`config.mk`:
```
export PLATFORM = sky130hd
export DESIGN_NAME = bcd_countdown_timer
export DESIGN_NICKNAME = d
export VERILOG_FILES = /design/src/rtl/bcd_countdown_timer.sv
export SDC_FILE = /design/constraint.sdc
export NUM_CORES = 1
export LEC_CHECK = 0
export CORE_ASPECT_RATIO = 1.1
export CORE_MARGIN = 2
export CORE_UTILIZATION = 40
export CTS_CLUSTER_SIZE = 40
export DETAILED_ROUTE_END_ITERATION = 7
export PLACE_DENSITY_LB_ADDON = 0.12
export SKIP_LAST_GASP = 1
export SLEW_MARGIN = 0
export SYNTH_ARGS = -nofsm -noshare
export SYNTH_HDL_FRONTEND = slang
export SYNTH_SLANG_ARGS = --single-unit
```
`constraint.sdc`:
```
create_clock -name clk -period 2.9 [get_ports clk]
set_input_delay 0.87 -clock clk [delete_from_list [all_inputs] [get_ports clk]]
set_output_delay 0.87 -clock clk [all_outputs]
set_load 0.01 [all_outputs]
```
`src/rtl/bcd_countdown_timer.sv`:
```
// Four-digit BCD MM:SS countdown timer advanced by a one-cycle tick enable.
// Optional TIMER_BLINK_EN builds a display-blank toggle that flashes while expired.
module bcd_countdown_timer #(
    parameter int MAX_MIN_TENS = 9
) (
    input  logic       clk,
    input  logic       rst_n,
    input  logic       tick,
    input  logic       load,
    input  logic [3:0] ld_min_tens,
    input  logic [3:0] ld_min_ones,
    input  logic [3:0] ld_sec_tens,
    input  logic [3:0] ld_sec_ones,
    input  logic       start_stop,
    output logic [3:0] min_tens,
    output logic [3:0] min_ones,
    output logic [3:0] sec_tens,
    output logic [3:0] sec_ones,
    output logic       running,
    output logic       done,
    output logic       expired,
    output logic       blank
);

    typedef enum logic [1:0] {
        IDLE,
        RUN,
        PAUSE,
        DONE
    } state_t;

    localparam logic [3:0] MT_MAX = 4'(MAX_MIN_TENS);

    state_t     state, state_nxt;
    logic [3:0] mt, mo, st, so;
    logic [3:0] mt_nxt, mo_nxt, st_nxt, so_nxt;
    logic       done_q, done_nxt;
    logic       is_zero, is_one;

    assign is_zero = (mt == 4'd0) && (mo == 4'd0) && (st == 4'd0) && (so == 4'd0);
    assign is_one  = (mt == 4'd0) && (mo == 4'd0) && (st == 4'd0) && (so == 4'd1);

    // NOTE: every variable gets its default first so no path leaves one unassigned (no latch).
    always_comb begin
        state_nxt = state;
        mt_nxt    = mt;
        mo_nxt    = mo;
        st_nxt    = st;
        so_nxt    = so;
        done_nxt  = 1'b0;

        if (load) begin
            mt_nxt    = (ld_min_tens > MT_MAX) ? MT_MAX : ld_min_tens;
            mo_nxt    = (ld_min_ones > 4'd9)   ? 4'd9   : ld_min_ones;
            st_nxt    = (ld_sec_tens > 4'd5)   ? 4'd5   : ld_sec_tens;
            so_nxt    = (ld_sec_ones > 4'd9)   ? 4'd9   : ld_sec_ones;
            state_nxt = IDLE;
        end else begin
            case (state)
                IDLE:  if (start_stop && !is_zero) state_nxt = RUN;
                RUN: begin
                    if (start_stop) begin
                        state_nxt = PAUSE;
                    end else if (tick) begin
                        // Borrow chain; 00:00 never reaches here, so min_tens cannot wrap.
                        if (so != 4'd0) begin
                            so_nxt = so - 4'd1;
                        end else begin
                            so_nxt = 4'd9;
                            if (st != 4'd0) begin
                                st_nxt = st - 4'd1;
                            end else begin
                                st_nxt = 4'd5;
                                if (mo != 4'd0) begin
                                    mo_nxt = mo - 4'd1;
                                end else begin
                                    mo_nxt = 4'd9;
                                    mt_nxt = mt - 4'd1;
                                end
                            end
                        end
                        if (is_one) begin
                            state_nxt = DONE;
                            done_nxt  = 1'b1;
                        end
                    end
                end
                PAUSE: if (start_stop) state_nxt = RUN;
                DONE:  if (start_stop) state_nxt = IDLE;
                default: state_nxt = IDLE;
            endcase
        end
    end

    // NOTE: sequential state uses non-blocking assignments so all registers update together.
    always_ff @(posedge clk or negedge rst_n) begin
        if (!rst_n) begin
            state  <= IDLE;
            mt     <= 4'd0;
            mo     <= 4'd0;
            st     <= 4'd0;
            so     <= 4'd0;
            done_q <= 1'b0;
        end else begin
            state  <= state_nxt;
            mt     <= mt_nxt;
            mo     <= mo_nxt;
            st     <= st_nxt;
            so     <= so_nxt;
            done_q <= done_nxt;
        end
    end

`ifdef TIMER_BLINK_EN
    logic blank_q;

    // Toggles only while remaining in DONE; entry, exit and load all leave it clear.
    always_ff @(posedge clk or negedge rst_n) begin
        if (!rst_n) begin
            blank_q <= 1'b0;
        end else if ((state == DONE) && (state_nxt == DONE)) begin
            if (tick) blank_q <= ~blank_q;
        end else begin
            blank_q <= 1'b0;
        end
    end

    assign blank = blank_q;
`else
    assign blank = 1'b0;
`endif

    assign min_tens = mt;
    assign min_ones = mo;
    assign sec_tens = st;
    assign sec_ones = so;
    assign running  = (state == RUN);
    assign expired  = (state == DONE);
    assign done     = done_q;

endmodule

```
# Yosys cells after proc, flatten, opt, wreduce, memory -nomap -nowiden
# Index checks and enable logic that the tools add are counted.
[classes]
add_sub_neg = 4
n_lt_le_gt_ge = 4
n_eq_ne = 13
muxes = 42
n_reduce_logical = 21
[op_table]
columns = ["op", "n"]
rows = [
  ["$mux W4", 29],
  ["$logic_not A4 Y1", 4],
  ["$sub A4 B1 Y4 const B", 4],
  ["$mux W2", 7],
  ["$gt A4 B4 Y1 const B", 3],
  ["$reduce_bool A4 Y1", 3],
  ["$reduce_and A5 Y1", 2],
  ["$ne A3 B3 Y1 const B", 3],
  ["$ne A2 B2 Y1 const B", 4],
  ["$pmux W2 S4", 1],
  ["$reduce_and A6 Y1", 1],
  ["$logic_and A1 B1 Y1", 5],
  ["$mux W1", 5],
  ["$eq A2 B2 Y1 const B", 2],
  ["$eq A4 B1 Y1 const B", 1],
  ["$gt A4 B3 Y1 const B", 1],
  ["$ne A4 B3 Y1 const B", 1],
  ["$ne A4 B4 Y1 const B", 1],
  ["$reduce_and A4 Y1", 1],
  ["$reduce_bool A2 Y1", 2],
  ["$reduce_and A3 Y1", 1],
  ["$eq A2 B1 Y1 const B", 1],
  ["$logic_not A2 Y1", 1],
  ["$logic_not A1 Y1", 1],
]
[totals]
reg_bits = 19
input_bits = 21
wordCells = 90

# Longest topological paths before layout
[depth]
ltp_word = 9
mapped_depth = 6
ltp_nobuf = 6

# Least setup slack after synthesis
# No wires, ideal clock.
[synth_timing]
path_kind = "in2reg"
start = "input start_stop"
end = "register mo[1], in the netlist min_ones[1]"
setup_time_ps = 124
t_arrival_ps = 1981
t_required_ps = 2776
path_slack_ps = 795
stages = 5
n_path_buf = 1
cell_sequence = "and4bb_2 buf_2 nand2_1 o311a_1 a211o_1"
[synth_via]
elab_chain_cells = 2
[synth_rtl]
columns = ["element", "line_no", "rtl"]
rows = [
  ["start, declared", "14", "input logic start_stop,"],
  ["$ne A2 B2 Y1 (no line)", "--", ""],
  ["$reduce_and A5 Y1 (no line)", "--", ""],
  ["end signal, assigned", "107", "mo <= mo_nxt;"],
  ["end, declared", "35", "logic [3:0] mt, mo, st, so;"],
]
# Every way passes these cells.
# A chain may end at the register's enable or synchronous reset.

# Worst setup path in the final report
[layout_timing]
start = "input start_stop"
end = "register mt[3], in the netlist min_tens[3]"
[layout_via]
elab_chain_cells = 2
[layout_rtl]
columns = ["element", "line_no", "rtl"]
rows = [
  ["$ne A2 B2 Y1 (no line)", "--", ""],
  ["$reduce_and A6 Y1 (no line)", "--", ""],
  ["end signal, assigned", "106", "mt <= mt_nxt;"],
  ["end, declared", "35", ""],
]
# Every way passes these cells.

==> impl_metrics.py <==
metrics = {
    "placed_design": {
        "gp_congestion": 0.867,
        "io_buffer_count": 39,
        "dp_hpwl_um": 2190,
    },
    "floorplan": {
        "fp.dieW_um": 55.4,
        "die_h_um": 60.6,
        "num_rows": 20,
        "core_area_um2": 2780,
        "die-area_um2": 3360,
        "io_pins": 41,
        "initial_core_util": 0.419,
    },
    "yosys": {
        "synth_cell_types": 45,
        "synthCells": 131,
        "ys_seq_elements": 19,
        "synth_seq_area_share": 0.409,
        "synth_top_flop_cell": "dfrtp_1",
        "ys_warn_count": 0,
        "synth_edf_count": 0,
        "synth-async-reset-ratio": 1.00,
        "syn_area_um2": 1160,
        "synth.avg_cell_area_um2": 8.88,
        "syn_nets": 154,
    },
    "pwr": {
        "power_w": 0.000618,
        "p_per_area_nw_per_um2": 382,
        "peakVddDrop_v": 0.000294,
        "leakage_nw": 0.647,
    },
    "grt": {
        "grt_pass1_wl_um": 4880,
        "grt_usage": 0.184,
        "grt_pass1_vias": 1140,
        "grt_overflow": 0,
        "antenna_found_initial": 0,
        "grt_max_degree": 20,
    },
    "clock_network": {
        "holdBufCountCts": 0,
        "cts.sinks": 19,
        "cts.path.max_buffers": 2,
        "numCtsBuffers": 3,
        "clock_latency_ns": 0.31,
        "cts_tree": "built",
        "clk_pin_slew_ns": 0.12,
        "htree_levels": 1,
        "cts_setup_buffers": 0,
        "cts_root_buffer": "clkbuf_4",
        "cts_resized": 0,
    },
    "hold_path": {
        "hold_depth": 1,
        "hold_path.class": "flip-flop to flip-flop",
        "hold_start": "sec_tens[3]",
        "min_delay_worst_endpoint": "sec_tens[3]",
    },
    "setup_path": {
        "reg2reg_from": "min_tens[0]",
        "cp-start-kind": "input port",
        "reg2reg_to": "state[1]",
        "cp_slowest_stage_delay_ns": 0.52,
        "cp.required_ns": 3.14,
        "critPathArrivalTime_ns": 2.73,
        "critPathMaxFanout": 11,
        "path_class": "input port to flip-flop",
        "r2r_cells": 6,
        "rrSetupSlack_ns": 0.84,
        "cp-end-kind": "flip-flop",
        "worstPathCellList": "clkdlybuf4s50_1, and4bb_2, nand3_1, or4_1, a31oi_1",
        "cpMaxStageDelayCell": "or4_1",
    },
    "timing": {
        "rsz0062_at_grt": "false",
        "hold_viol_final": 0,
        "tns_ns": 0,
        "slew_violations": 0,
        "fin_crit_sh": 0.859,
        "fin_crit_ns": 2.49,
        "fmax_mhz": 401,
        "hold_ws_ns": 0.547,
        "skew_ns": 0.00685,
        "setup_viol": 0,
    },
    "detailed_routing": {
        "remaining_drc_errors": 0,
        "antenna_left": 0,
        "post_drt_wl_per_cell_um": 13.9,
        "num_vias": 1135,
        "wirelength_um": 2840,
        "drtPass1Iterations": 5,
        "drtIter0Drc": 22,
        "vias_per_cell": 5.56,
    },
    "layout": {
        "drive_gt1_frac": 0.0643,
        "synthToLayoutAreaGrowth_pct": 39.0,
        "utilization": 0.582,
        "seqCellArea_um2": 475,
        "final_nets": 195,
        "fillers": 259,
        "multi_input_area_um2": 627,
        "antenna_cells": 0,
    },
    "flow_run": {
        "max_cap_violations": 0,
    },
    "outcome": {
        "status": "finished clean",
    },
}
-- critical path: cells and delay by family --
kind                   cells  cell delay (ns)
buffers and inverters      1             0.47
AOI/OAI and AO/OA          1             0.18
and+or+nand+nor            3             1.21
-- sequential cells by signal (all words and copies together) (netlist names) --
signal / cells
sec_ones: 4
done: 1
sec_tens: 4
min_ones: 4
state: 2
min_tens: 4
-- report_power, final --
group	internal [W]	leakage (nW)	switching (W)
registers	0.000285	0.231	0.0000247
logic	0.0000918	0.399	0.0000744
clock network	0.0000516	0.0177	0.0000901
-- cell type report --
| class | count | share of cell area |
|---|---|---|
| inverters | 9 | 0.0209 |
| clock buffers | 3 | 0.0139 |
| repair buffers | 42 | 0.255 |
| flip-flops and latches | 19 | 0.294 |
| multi-input cells | 97 | 0.387 |
| well taps | 33 | 0.0255 |
| clock inverters | 1 | 0.00309 |
-- logic make-up (layout without fill, tap and decap cells) --
kind of cell	Yosys count	in the layout	share of synthesized area
flip-flops	19	19	0.409
XOR/XNOR	3	3	0.0226
multiplexers	2	2	0.0172
other	1	1	0.00322
AO/OA/AOI/OAI	39	39	0.226
adder cells (fa/ha/maj)	2	2	0.0215
AND/OR/NAND/NOR	50	50	0.248
buffers and inverters	15	55	0.0527
-- through the flow --
stage / instances / worst slack [ns] / cell area, um2
3_3_place_gp: 200 / 0.210 / 1590
2_1_floorplan: 131 / 0.795 / 1160
5_1_grt: 204 / 0.358 / 1620
4_1_cts: 204 / 0.412 / 1620
3_5_place_dp: 200 / 0.0971 / 1590
6_report: 204 / 0.408 / 1620
-- synth_stat cells (all sizes together) (2+ instances only) --
master	count	area, um2
nor2	9	33.8
nor3	4	20.0
nand4	2	12.5
xor2	2	17.5
o211ai	2	15.0
o22ai	2	12.5
clkbuf	4	15.0
inv	9	33.8
dfrtp	19	475
o31a	4	35.0
or4	4	30.0
ha	2	25.0
nand3	5	25.0
a21oi	4	20.0
o21a	2	15.0
a31oi	5	31.3
mux2i	2	20.0
nand2	8	30.0
nor2b	2	12.5
or3	2	12.5
buf	2	12.5
nand3b	3	22.5
o21ai	11	55.1
and3	2	12.5
-- routing by layer --
metal / global-route usage / part of all wire / vias to the layer above
li1: - / - / 566
met2: 0.335 / 0.49 / 33
met5: 0 / 0 / -
met4: 0.0801 / 0.019 / 0
met3: 0.0256 / 0.045 / 7
met1: 0.222 / 0.45 / 529
-- layout by cell type (no fill, tap or decap), drive strengths merged, types with 2 or more instances in the layout --
master / netlist / layout
o21ai: 11 / 11
nor2: 9 / 9
or3: 2 / 2
nor3: 4 / 4
nand3b: 3 / 3
buf: 2 / 3
inv: 9 / 9
and3: 2 / 2
nand2: 8 / 8
o22ai: 2 / 2
or4: 4 / 4
a21oi: 4 / 4
mux2i: 2 / 2
clkdlybuf4s50: 0 / 39
nor2b: 2 / 2
a31oi: 5 / 5
ha: 2 / 2
xor2: 2 / 2
o211ai: 2 / 2
nand3: 5 / 5
nand4: 2 / 2
o31a: 4 / 4
dfrtp: 19 / 19
o21a: 2 / 2
clkbuf: 4 / 3
-- worst max-delay path by stage --
stage	from	endpoint	slack (ns)	cells past startpoint
2_1_floorplan	start_stop	min_ones[1]	0.80	5
3_3_place_gp	start_stop	min_tens[3]	0.21	5
3_5_place_dp	start_stop	min_tens[3]	0.1	5
4_1_cts	start_stop	min_tens[3]	0.41	5
5_1_grt	start_stop	min_tens[3]	0.36	5
6_report	start_stop	min_tens[3]	0.41	5
(Power assumes the default switching activity.)
